==> src/rtl/vga_timing_if.sv <==
// Video bus between the timing generator and the game engine / DAC side.
// The timing block owns coordinates, sync and colour; the engine supplies pixel.
`timescale 1ns/1ps
interface vga_timing_if;
  logic [2:0]  pixel;
  logic [10:0] pixel_h;
  logic [10:0] pixel_v;
  logic        frame_start;
  logic        vga_red;
  logic        vga_green;
  logic        vga_blue;
  logic        vga_hsync;
  logic        vga_vsync;

  modport master (
    input  pixel,
    output pixel_h, pixel_v, frame_start,
    output vga_red, vga_green, vga_blue, vga_hsync, vga_vsync
  );

  modport slave (
    output pixel,
    input  pixel_h, pixel_v, frame_start,
    input  vga_red, vga_green, vga_blue, vga_hsync, vga_vsync
  );
endinterface

==> src/rtl/vga_timing.sv <==
// Free-running VGA raster generator: h/v counters, delayed active/sync flags
// and registered colour gated by the delayed active flag.
`timescale 1ns/1ps
module vga_timing #(
  parameter int unsigned H_ACTIVE   = 800,
  parameter int unsigned H_FRONT    = 40,
  parameter int unsigned H_SYNC     = 128,
  parameter int unsigned H_BACK     = 88,
  parameter int unsigned V_ACTIVE   = 600,
  parameter int unsigned V_FRONT    = 1,
  parameter int unsigned V_SYNC     = 4,
  parameter int unsigned V_BACK     = 23,
  parameter bit          SYNC_POL   = 1'b1,
  parameter int unsigned PIPE_DELAY = 1
) (
  input  logic          i_vga_clock,
  input  logic          i_reset_n,
  vga_timing_if.master  bus
);

  localparam int unsigned CW       = 11;
  localparam int unsigned H_TOTAL  = H_ACTIVE + H_FRONT + H_SYNC + H_BACK;
  localparam int unsigned V_TOTAL  = V_ACTIVE + V_FRONT + V_SYNC + V_BACK;
  localparam int unsigned HS_START = H_ACTIVE + H_FRONT;
  localparam int unsigned HS_END   = HS_START + H_SYNC - 1;
  localparam int unsigned VS_START = V_ACTIVE + V_FRONT;
  localparam int unsigned VS_END   = VS_START + V_SYNC - 1;
  localparam int unsigned F_ACT    = 2;
  localparam int unsigned F_HS     = 1;
  localparam int unsigned F_VS     = 0;

  logic [CW-1:0] r_h;
  logic [CW-1:0] r_v;
  logic          r_frame_start;
  logic [2:0]    r_pipe [PIPE_DELAY];
  logic [2:0]    r_rgb;
  logic          r_hsync;
  logic          r_vsync;

  logic          w_h_last;
  logic          w_v_last;
  logic [2:0]    w_flags;
  logic [2:0]    w_tail;

  assign w_h_last = (r_h == CW'(H_TOTAL - 1));
  assign w_v_last = (r_v == CW'(V_TOTAL - 1));

  // Raster flags for the coordinate currently on the counters.
  assign w_flags[F_ACT] = (r_h < CW'(H_ACTIVE)) && (r_v < CW'(V_ACTIVE));
  assign w_flags[F_HS]  = (r_h >= CW'(HS_START)) && (r_h <= CW'(HS_END));
  assign w_flags[F_VS]  = (r_v >= CW'(VS_START)) && (r_v <= CW'(VS_END));
  assign w_tail         = r_pipe[PIPE_DELAY-1];

  always_ff @(posedge i_vga_clock or negedge i_reset_n) begin
    if (!i_reset_n) begin
      r_h           <= '0;
      r_v           <= '0;
      r_frame_start <= 1'b0;
    end else begin
      r_h           <= w_h_last ? '0 : r_h + CW'(1);
      if (w_h_last) begin
        r_v <= w_v_last ? '0 : r_v + CW'(1);
      end
      // Pulse lands on the cycle the counters show (0,0) after a frame wrap.
      r_frame_start <= w_h_last && w_v_last;
    end
  end

  // Flag delay line, matched to the engine's pixel latency.
  always_ff @(posedge i_vga_clock or negedge i_reset_n) begin
    if (!i_reset_n) begin
      for (int i = 0; i < int'(PIPE_DELAY); i++) begin
        r_pipe[i] <= '0;
      end
    end else begin
      r_pipe[0] <= w_flags;
      for (int i = 1; i < int'(PIPE_DELAY); i++) begin
        r_pipe[i] <= r_pipe[i-1];
      end
    end
  end

  always_ff @(posedge i_vga_clock or negedge i_reset_n) begin
    if (!i_reset_n) begin
      r_rgb   <= '0;
      r_hsync <= ~SYNC_POL;
      r_vsync <= ~SYNC_POL;
    end else begin
      r_rgb   <= bus.pixel & {3{w_tail[F_ACT]}};
      r_hsync <= w_tail[F_HS] ? SYNC_POL : ~SYNC_POL;
      r_vsync <= w_tail[F_VS] ? SYNC_POL : ~SYNC_POL;
    end
  end

  assign bus.pixel_h     = r_h;
  assign bus.pixel_v     = r_v;
  assign bus.frame_start = r_frame_start;
  assign bus.vga_red     = r_rgb[2];
  assign bus.vga_green   = r_rgb[1];
  assign bus.vga_blue    = r_rgb[0];
  assign bus.vga_hsync   = r_hsync;
  assign bus.vga_vsync   = r_vsync;

endmodule
==> src/flat_wrapper.sv <==
// flat-port wrapper written by rule: the top's interface ports become plain ports
module vga_timing_flat 
#(
  parameter int unsigned H_ACTIVE   = 800,
  parameter int unsigned H_FRONT    = 40,
  parameter int unsigned H_SYNC     = 128,
  parameter int unsigned H_BACK     = 88,
  parameter int unsigned V_ACTIVE   = 600,
  parameter int unsigned V_FRONT    = 1,
  parameter int unsigned V_SYNC     = 4,
  parameter int unsigned V_BACK     = 23,
  parameter bit          SYNC_POL   = 1'b1,
  parameter int unsigned PIPE_DELAY = 1
)
  (i_vga_clock, i_reset_n, bus_pixel, bus_pixel_h, bus_pixel_v, bus_frame_start, bus_vga_red, bus_vga_green, bus_vga_blue, bus_vga_hsync, bus_vga_vsync);
  vga_timing_if bus_i ();
  input  logic i_vga_clock;
  input  logic i_reset_n;
  input wire logic [$bits(bus_i.pixel)-1:0] bus_pixel;
  output wire logic [$bits(bus_i.pixel_h)-1:0] bus_pixel_h;
  output wire logic [$bits(bus_i.pixel_v)-1:0] bus_pixel_v;
  output wire logic [$bits(bus_i.frame_start)-1:0] bus_frame_start;
  output wire logic [$bits(bus_i.vga_red)-1:0] bus_vga_red;
  output wire logic [$bits(bus_i.vga_green)-1:0] bus_vga_green;
  output wire logic [$bits(bus_i.vga_blue)-1:0] bus_vga_blue;
  output wire logic [$bits(bus_i.vga_hsync)-1:0] bus_vga_hsync;
  output wire logic [$bits(bus_i.vga_vsync)-1:0] bus_vga_vsync;
  assign bus_i.pixel = bus_pixel;
  assign bus_pixel_h = bus_i.pixel_h;
  assign bus_pixel_v = bus_i.pixel_v;
  assign bus_frame_start = bus_i.frame_start;
  assign bus_vga_red = bus_i.vga_red;
  assign bus_vga_green = bus_i.vga_green;
  assign bus_vga_blue = bus_i.vga_blue;
  assign bus_vga_hsync = bus_i.vga_hsync;
  assign bus_vga_vsync = bus_i.vga_vsync;
  vga_timing #(.H_ACTIVE(H_ACTIVE), .H_FRONT(H_FRONT), .H_SYNC(H_SYNC), .H_BACK(H_BACK), .V_ACTIVE(V_ACTIVE), .V_FRONT(V_FRONT), .V_SYNC(V_SYNC), .V_BACK(V_BACK), .SYNC_POL(SYNC_POL), .PIPE_DELAY(PIPE_DELAY)) u_core (.i_vga_clock(i_vga_clock), .i_reset_n(i_reset_n), .bus(bus_i));
endmodule
==> config.mk <==
export PLATFORM = sky130hd
export DESIGN_NAME = vga_timing_flat
export DESIGN_NICKNAME = d
export VERILOG_FILES = /design/src/rtl/vga_timing_if.sv /design/src/rtl/vga_timing.sv /design/src/flat_wrapper.sv
export SDC_FILE = /design/constraint.sdc
export NUM_CORES = 1
export LEC_CHECK = 0
export ABC_CLOCK_PERIOD_IN_PS = 3300
export BUFFER_PORTS_ARGS = -buffer_cell sky130_fd_sc_hd__buf_2
export CORE_AREA = 4 4 68 70
export DETAILED_ROUTE_END_ITERATION = 7
export DIE_AREA = 0 0 72 74
export PLACE_DENSITY = 0.62
export SLEW_MARGIN = 20
export SYNTH_ARGS = -nofsm -noshare
export SYNTH_HDL_FRONTEND = slang
export SYNTH_SLANG_ARGS = --single-unit
export TNS_END_PERCENT = 1
==> constraint.sdc <==
create_clock -name i_vga_clock -period 3.3 [get_ports i_vga_clock]
set_input_delay 0 -clock i_vga_clock [delete_from_list [all_inputs] [get_ports i_vga_clock]]
set_output_delay 0 -clock i_vga_clock [all_outputs]
set_load 0.1 [all_outputs]
# Word level (Yosys, flattened, before mapping)
# Index checks and enable logic that the tools add are counted.
# classes
magnitude_cmp	6
bitwise_logic	1
eq_ne	2
muxes	4
addsub	2
reduce_logical	4
# ops
cell	count
11-bit by 1-bit adder with 11-bit output, second input constant	2
11-bit by 10-bit greater-or-equal comparator with 1-bit output, second input constant	2
11-bit by 10-bit <= comparator with 1-bit output, second input constant	2
11-bit by 10-bit less-than comparator with 1-bit output, second input constant	2
11-bit two-way mux	2
11-bit by 10-bit == test with 1-bit output, second input constant	1
11-bit == test, second input constant	1
1-bit logical AND	4
3-bit AND	1
1-bit two-way mux	2
# word_totals
register_bits	31
out_inout_bits	28

# Depth between registers and ports, before layout
# Gate-level depths: netlist (run 1).
# depth
word_depth	2
mapped_depth	6
ltp_nobuf	5

# Worst setup path after synthesis (run 1)
# No wires, ideal clock.
# synth_path
path_type	reg-to-reg
startpoint	register u_core.r_h[0], in the netlist u_core.bus.pixel_h[0]
endpoint	register u_core.r_v[5], in the netlist u_core.bus.pixel_v[5]
required_time_ns	3.137
arrival_ns	2.287
path_stages_with_launch	6
setup_time_ns	0.163
slack_ns	0.850
period_less_slack_ns	2.450
cell_sequence	dfrtp_1 -> ha_1 -> nand4_1 -> or4_4 -> a21oi_1 -> mux2i_1
# synth_between
elab_chain_len	1
# synth_lines
item	line	source
start: declaration	vga_timing.sv:32	logic [CW-1:0] r_h;
start signal: assignment	vga_timing.sv:60	r_h <= w_h_last ? '0 : r_h + CW'(1);
11-bit == test	vga_timing.sv:45	assign w_h_last = (r_h == CW'(H_TOTAL - 1));
end signal: assignment	vga_timing.sv:62	r_v <= w_v_last ? '0 : r_v + CW'(1);
end: declaration	vga_timing.sv:33	logic [CW-1:0] r_v;
# Every way passes these cells.
# A chain may end at the register's enable or synchronous reset.

# Worst setup path in the final report (run 1)
# layout_path
startpoint	register u_core.r_h[0], in the netlist u_core.bus.pixel_h[0]
endpoint	register u_core.r_v[10], in the netlist u_core.bus.pixel_v[10]
# The elaborated chain is that of the path after synthesis.

==> out/qor.txt, run 1 <==
First-pass GRT wire length - 5600 microns
Grt total ovfl - 0
Final Max Tran Viols - 0
Largest net degree at the start of global routing - 32
Share of cells above drive strength 1 - 0.247
Fin Setup TNS - 0 ns
Synth cell count leaders - 31 x dfrtp_1, 14 x nand2_1, 10 x nand3_1
Chip height - 74 microns
Hold buffer count at cts - 4
Initial core utilization - 0.388
Initial antenna violation count - 0
GRT Util Overall - 0.136
Critical path's most frequent cell - nand4_1
Reg-to-reg endpoint - u_core.bus.pixel_v[10]$_DFFE_PN0N_
Reg2Reg Depth - 5
Placed Cells - 226
CTS resizes - 0
Worst hold-check path type - in -> async
Vias - 1206
Hold Fails Final Rpt - 0
Dpl cell area - 1740 sq um
Core ar. - 3970 sq um
R2R Setup Slk - 1.28 ns
Cell taking the most area after synthesis - dfrtp_1
Post-Synthesis Cells - 148
Slowest stage delay, CP - 0.65 ns
Max_slew headroom - 0.537
Vias/cell - 5.11
TritonCTS Sinks - 31
Syn Nets - 158
Post-DP HPWL - 2360 microns
Setup crit end - u_core.bus.pixel_v[10]$_DFFE_PN0N_
Final min period - 2.02 ns
Gp weighted congestion - 0.865
Slowest CP cell - nor4_4
CP Capture Type - register
# Post-CTS Setup Buffers - 0
H-Tree Depth - 2
Post-layout util - 0.466
Final Cell Area - 1850 sq um
Startpoint types - register
Clock-pin slew of the registers on the worst-case setup and hold paths - 0.06 ns
Leakage dissipation - 0.875 nW
Dominant cells by area after synthesis - dfrtp_1 50%, ha_1 4.1%, xnor2_1 4.0%
# IOs - 33
Setup Skew - 0.00776 ns
Drt wl/cell - 13.6 microns
Initial DRC count - 69
Slew @ Worst Pin - 0.695 ns
Peak supply drop - 0.000110 V
Reg2reg start - u_core.bus.pixel_h[0]$_DFF_PN0_
Fin nets - 197
Synth async-reset ratio - 1.00
Die width - 72 microns
Req. time, crit path - 3.45 ns
Post-synth EDFFs - 0
Worst-path fanout max - 12
Root Driver - clkbuf_8
Period utilization - 0.611
Register area share after synthesis - 0.504
Die ar. - 5330 sq um
Outcome - complete, no violations
Origin of the worst setup path - u_core.bus.pixel_h[0]$_DFF_PN0_
Vias in the first global route - 1188
CTS buffer count - 5
First drt pass iteration count - 4
Total power - 0.000678 W
RSZ-0062 raised after global routing - false
Post-synthesis cell type count - 39
Post-synthesis register bit count - 31
Post-synth top area share - 0.504
Power per standard cell area - 366 nW/um^2
Maximum clock path buffer count - 2
# setup viols final - 0
Post-Syn Area - 1540 sq um
CTS tree - done
Post-Route WL - 3210 microns
Clock Latency Late Sink - 0.28 ns
N_diodes - 0
Fin cells - 236
Row cnt - 23
Max Fclk - 496 MHz
Drt drc - 0
Routed Antenna Nets - 0
Critical path class - reg -> reg
I/O Buffers - 32
Crit path cell chain - ha_1 -> nand4_1 -> nor4_4 -> nand4_1 -> xnor2_1
Most used DFF post-synth - dfrtp_1
P&R area growth vs syn - 20.3%
Most common cell in the synthesized netlist - dfrtp_1
Ys Warns - 0
Max cap viols - 0
Critical Path AT - 2.17 ns
Syn avg cell area - 10.4 sq um
[final cells by class]
type                            instances  area [sq um]
Sequential cell                        31           776
Fill cell                             381          2120
Timing Repair Buffer                   36           200
Multi-Input combinational cell        108           722
Tap cell                               50          62.6
Inverter                                5          18.8
Clock buffer                            6          72.6
[metal layers]
layer	up-vias	global-route usage	part of all wire
met5	-	0	0
met4	0	0.0689	0.022
met3	7	0.0297	0.048
met2	31	0.229	0.47
met1	567	0.166	0.46
li1	601	-	-
[stage by stage]
step                hold WS [ns]  setup WS [ns]
detailed placement        0.0937           1.30
global route               0.366           1.15
finish                     0.303           1.28
CTS                        0.329           1.28
global placement          0.0761           1.41
floorplan                 -0.296          0.850
[power breakdown]
part / total [W] / internal (W) / switching, W / leakage, nW
combinational: 0.0000302 / 0.00000688 / 0.0000233 / 0.431
clock: 0.000266 / 0.000140 / 0.000125 / 0.0371
sequential: 0.000382 / 0.000382 / 0.000000389 / 0.407
[cells by family after synthesis]
family	synth area share
buf+inv	0.0268
mux	0.0130
fa+ha+maj	0.0407
flops	0.504
compound gates	0.0691
xor+xnor	0.0683
simple gates	0.278
[flip-flops by register name, summed over array words and instances (netlist names)]
| name | cells |
|---|---|
| u_core.bus.pixel_h | 11 |
| u_core.bus.vga_vsync | 1 |
| u_core.r_rgb | 3 |
| u_core.r_pipe | 3 |
| u_core.bus.vga_hsync | 1 |
| u_core.bus.pixel_v | 11 |
| u_core.bus.frame_start | 1 |
[how the worst min path moves through the flow]
stage	depth (start not counted)	from	endpoint	slack [ns]
final	2	i_reset_n	u_core.bus.pixel_h[6]$_DFF_PN0_	0.30
after global routing	0	u_core.r_pipe[1]$_DFF_PN0_	u_core.bus.vga_hsync$_DFF_PN0_	0.37
after CTS	2	i_reset_n	u_core.bus.pixel_h[6]$_DFF_PN0_	0.33
after detailed placement	1	i_reset_n	u_core.bus.vga_hsync$_DFF_PN0_	0.09
after global placement	1	i_reset_n	u_core.bus.vga_hsync$_DFF_PN0_	0.08
after floorplan	0	i_reset_n	u_core.bus.frame_start$_DFF_PN0_	-0.30
[critical path, delay by kind of cell (launching register included)]
kind,cells,cell delay (ns)
DFF,1,0.41
adders and majority gates,1,0.27
xor gates and xnor gates,1,0.16
and+or+nand+nor,3,1.04
[cells in the final DEF, fill, tap and decap left out, types with 2 or more instances in the layout]
cell,count
buf_2,32
dfrtp_1,31
nand2_1,14
nand3_1,10
a21oi_1,9
nand4_1,8
nor2_1,7
xnor2_1,7
inv_1,5
and3_1,5
xor2_1,5
and2_1,5
ha_1,5
clkbuf_8,5
o21ai_0,4
dlygate4sd3_1,4
nor3_1,3
and3_2,2
nor2b_1,2
mux2i_1,2
(Power assumes the default switching activity.)
==> inputs of run 2 (changes only) <==
--- a/config.mk
+++ b/config.mk
@@ -5,12 +5,12 @@
 export SDC_FILE = /design/constraint.sdc
 export NUM_CORES = 1
 export LEC_CHECK = 0
-export ABC_CLOCK_PERIOD_IN_PS = 3300
+export ABC_CLOCK_PERIOD_IN_PS = 1730
 export BUFFER_PORTS_ARGS = -buffer_cell sky130_fd_sc_hd__buf_2
 export CORE_AREA = 4 4 68 70
 export DETAILED_ROUTE_END_ITERATION = 7
 export DIE_AREA = 0 0 72 74
-export PLACE_DENSITY = 0.62
+export PLACE_DENSITY = 0.65
 export SLEW_MARGIN = 20
 export SYNTH_ARGS = -nofsm -noshare
 export SYNTH_HDL_FRONTEND = slang
==> constraint.sdc (replaced) <==
create_clock -name i_vga_clock -period 1.73 [get_ports i_vga_clock]
set_input_delay 0 -clock i_vga_clock [delete_from_list [all_inputs] [get_ports i_vga_clock]]
set_output_delay 0 -clock i_vga_clock [all_outputs]
set_load 0.1 [all_outputs]
==> run 2 against run 1 <==
The run now ends with negative setup slack left. Worst hold slack worse by 0.013 ns. Highest routed layer unchanged. Largest cell class unchanged. Critical path type unchanged. Sequential share of layout area is 2.8 points lower. Sequential cell count stayed put. Largest power group unchanged.
==> out/qor.txt, run 2 (synthesized netlist as in run 1, its figures left out) <==
Routed Antenna Nets - 0
Max Fclk - 573 MHz
N_diodes - 0
Row cnt - 23
Fin cells - 252
TritonCTS Sinks - 31
Final worst slack - -0.0145 ns
# IOs - 33
Peak supply drop - 0.000209 V
Critical Path AT - 1.91 ns
Worst slack, placed - 0.00520 ns
Slew @ Worst Pin - 0.692 ns
Setup Skew - 0.0113 ns
Hold Fails Final Rpt - 0
CTS tree - done
First-pass GRT wire length - 5860 microns
Drt wl/cell - 13.9 microns
Initial antenna violation count - 0
First drt pass iteration count - 4
Largest net degree at the start of global routing - 32
Vias/cell - 5.24
Die width - 72 microns
Share of cells above drive strength 1 - 0.431
Met1 usage in global routing - 0.172
Dpl cell area - 1850 sq um
Initial core utilization - 0.388
Max cap viols - 0
Max_slew headroom - 0.538
H-Tree Depth - 2
Post-Route WL - 3520 microns
Die ar. - 5330 sq um
CP Capture Type - register
Final Cell Area - 2060 sq um
Post-DP HPWL - 2410 microns
Initial DRC count - 113
Most frequent cells in the layout - 32 x buf_2, 18 x dfrtp_2, 14 x nand2_1
GRT Util Overall - 0.142
Root Driver - clkbuf_8
P&R area growth vs syn - 33.8%
Period utilization - 1.01
Fin nets - 211
Hold_ws - 0.291 ns
Global routing's busiest layer - met2
Grt total ovfl - 0
Met3 global-route usage - 0.0419
Outcome - finished, violations left
# setup viols final - 2
Final Max Tran Viols - 0
Commonest non-fill, non-tap cell in the layout - buf_2
RSZ-0062 raised after global routing - true
I/O Buffers - 32
Placed Cells - 234
Power per standard cell area - 686 nW/um^2
Total power - 0.00141 W
Worst-path fanout max - 5
Worst hold-check path type - in -> async
Core ar. - 3970 sq um
Req. time, crit path - 1.90 ns
Startpoint types - register
Maximum clock path buffer count - 2
Gp weighted congestion - 0.881
Final min period - 1.74 ns
Chip height - 74 microns
Vias - 1320
Clock Latency Late Sink - 0.29 ns
Failing checks - negative setup slack
Drt drc - 0
Leakage dissipation - 0.947 nW
Vias in the first global route - 1285
Met2 Resource Use GR - 0.234
CTS buffer count - 5
Clock-pin slew of the registers on the worst-case setup and hold paths - 0.07 ns
Critical path class - reg -> reg
==> run 2: changes by cell type in the layout (fill, tap and decap cells not counted), sizes merged <==
cell,previous run,this run
buf,32,46
clkbuf,6,8
==> run 2: stage by stage <==
step	TNS (ns)	util
floorplan	-1.36	-
global placement	0	0.465
detailed placement	0	0.465
CTS	0	0.501
global route	-0.193	0.519
finish	-0.0153	0.519
==> run 2: metal layers <==
metal,share of wire,routed length [microns],vias up
met1,0.43,1500,642
li1,-,-,635
met2,0.50,1740,36
met4,0.022,78,0
met3,0.056,198,7
met5,0,0,-
==> run 2: final timing paths <==
check,to,startpoint,slack (ns),depth (start not counted)
hold reg to reg,u_core.bus.vga_hsync$_DFF_PN0_,u_core.r_pipe[1]$_DFF_PN0_,0.35,0
setup reg to reg,u_core.bus.pixel_v[5]$_DFFE_PN0N_,u_core.bus.pixel_h[7]$_DFF_PN0_,-0.01,4
hold / removal,u_core.bus.pixel_v[9]$_DFFE_PN0N_,i_reset_n,0.29,2
setup / recovery,u_core.bus.pixel_v[5]$_DFFE_PN0N_,u_core.bus.pixel_h[7]$_DFF_PN0_,-0.01,4
min in group i_vga_clock,u_core.bus.vga_hsync$_DFF_PN0_,u_core.r_pipe[1]$_DFF_PN0_,0.35,0
max in group asynchronous,u_core.bus.pixel_h[1]$_DFF_PN0_,i_reset_n,0.93,2
==> run 2: critical path, stage by stage, from the launching register on <==
cell and delay, ns:
dfrtp_2 0.42, or3_4 0.42, or4_4 0.57, a21oi_1 0.14, mux2i_1 0.08
==> run 2: repair_timing <==
item	4_1_cts	5_1_grt
buffers inserted	0	6
hold buffers	4	0
endpoints found under the hold margin	34	0
gates resized for setup	0	6
endpoints found under the setup margin	0	8
==> run 2: area by class of cell <==
type                    count  area [sq um]
repair buffers             50           309
inverters                   5          18.8
clock buffers               8           100
multi-input cells         108           763
well taps                  50          62.6
flip-flops and latches     31           806
fillers                   372          1910
==> run 2: where the power goes <==
part	internal [W]	switching [W]	total (W)
Sequential	0.000728	0.000000867	0.000729
Combinational	0.0000131	0.0000446	0.0000577
Clock	0.000363	0.000263	0.000625
Total	0.00110	0.000308	0.00141
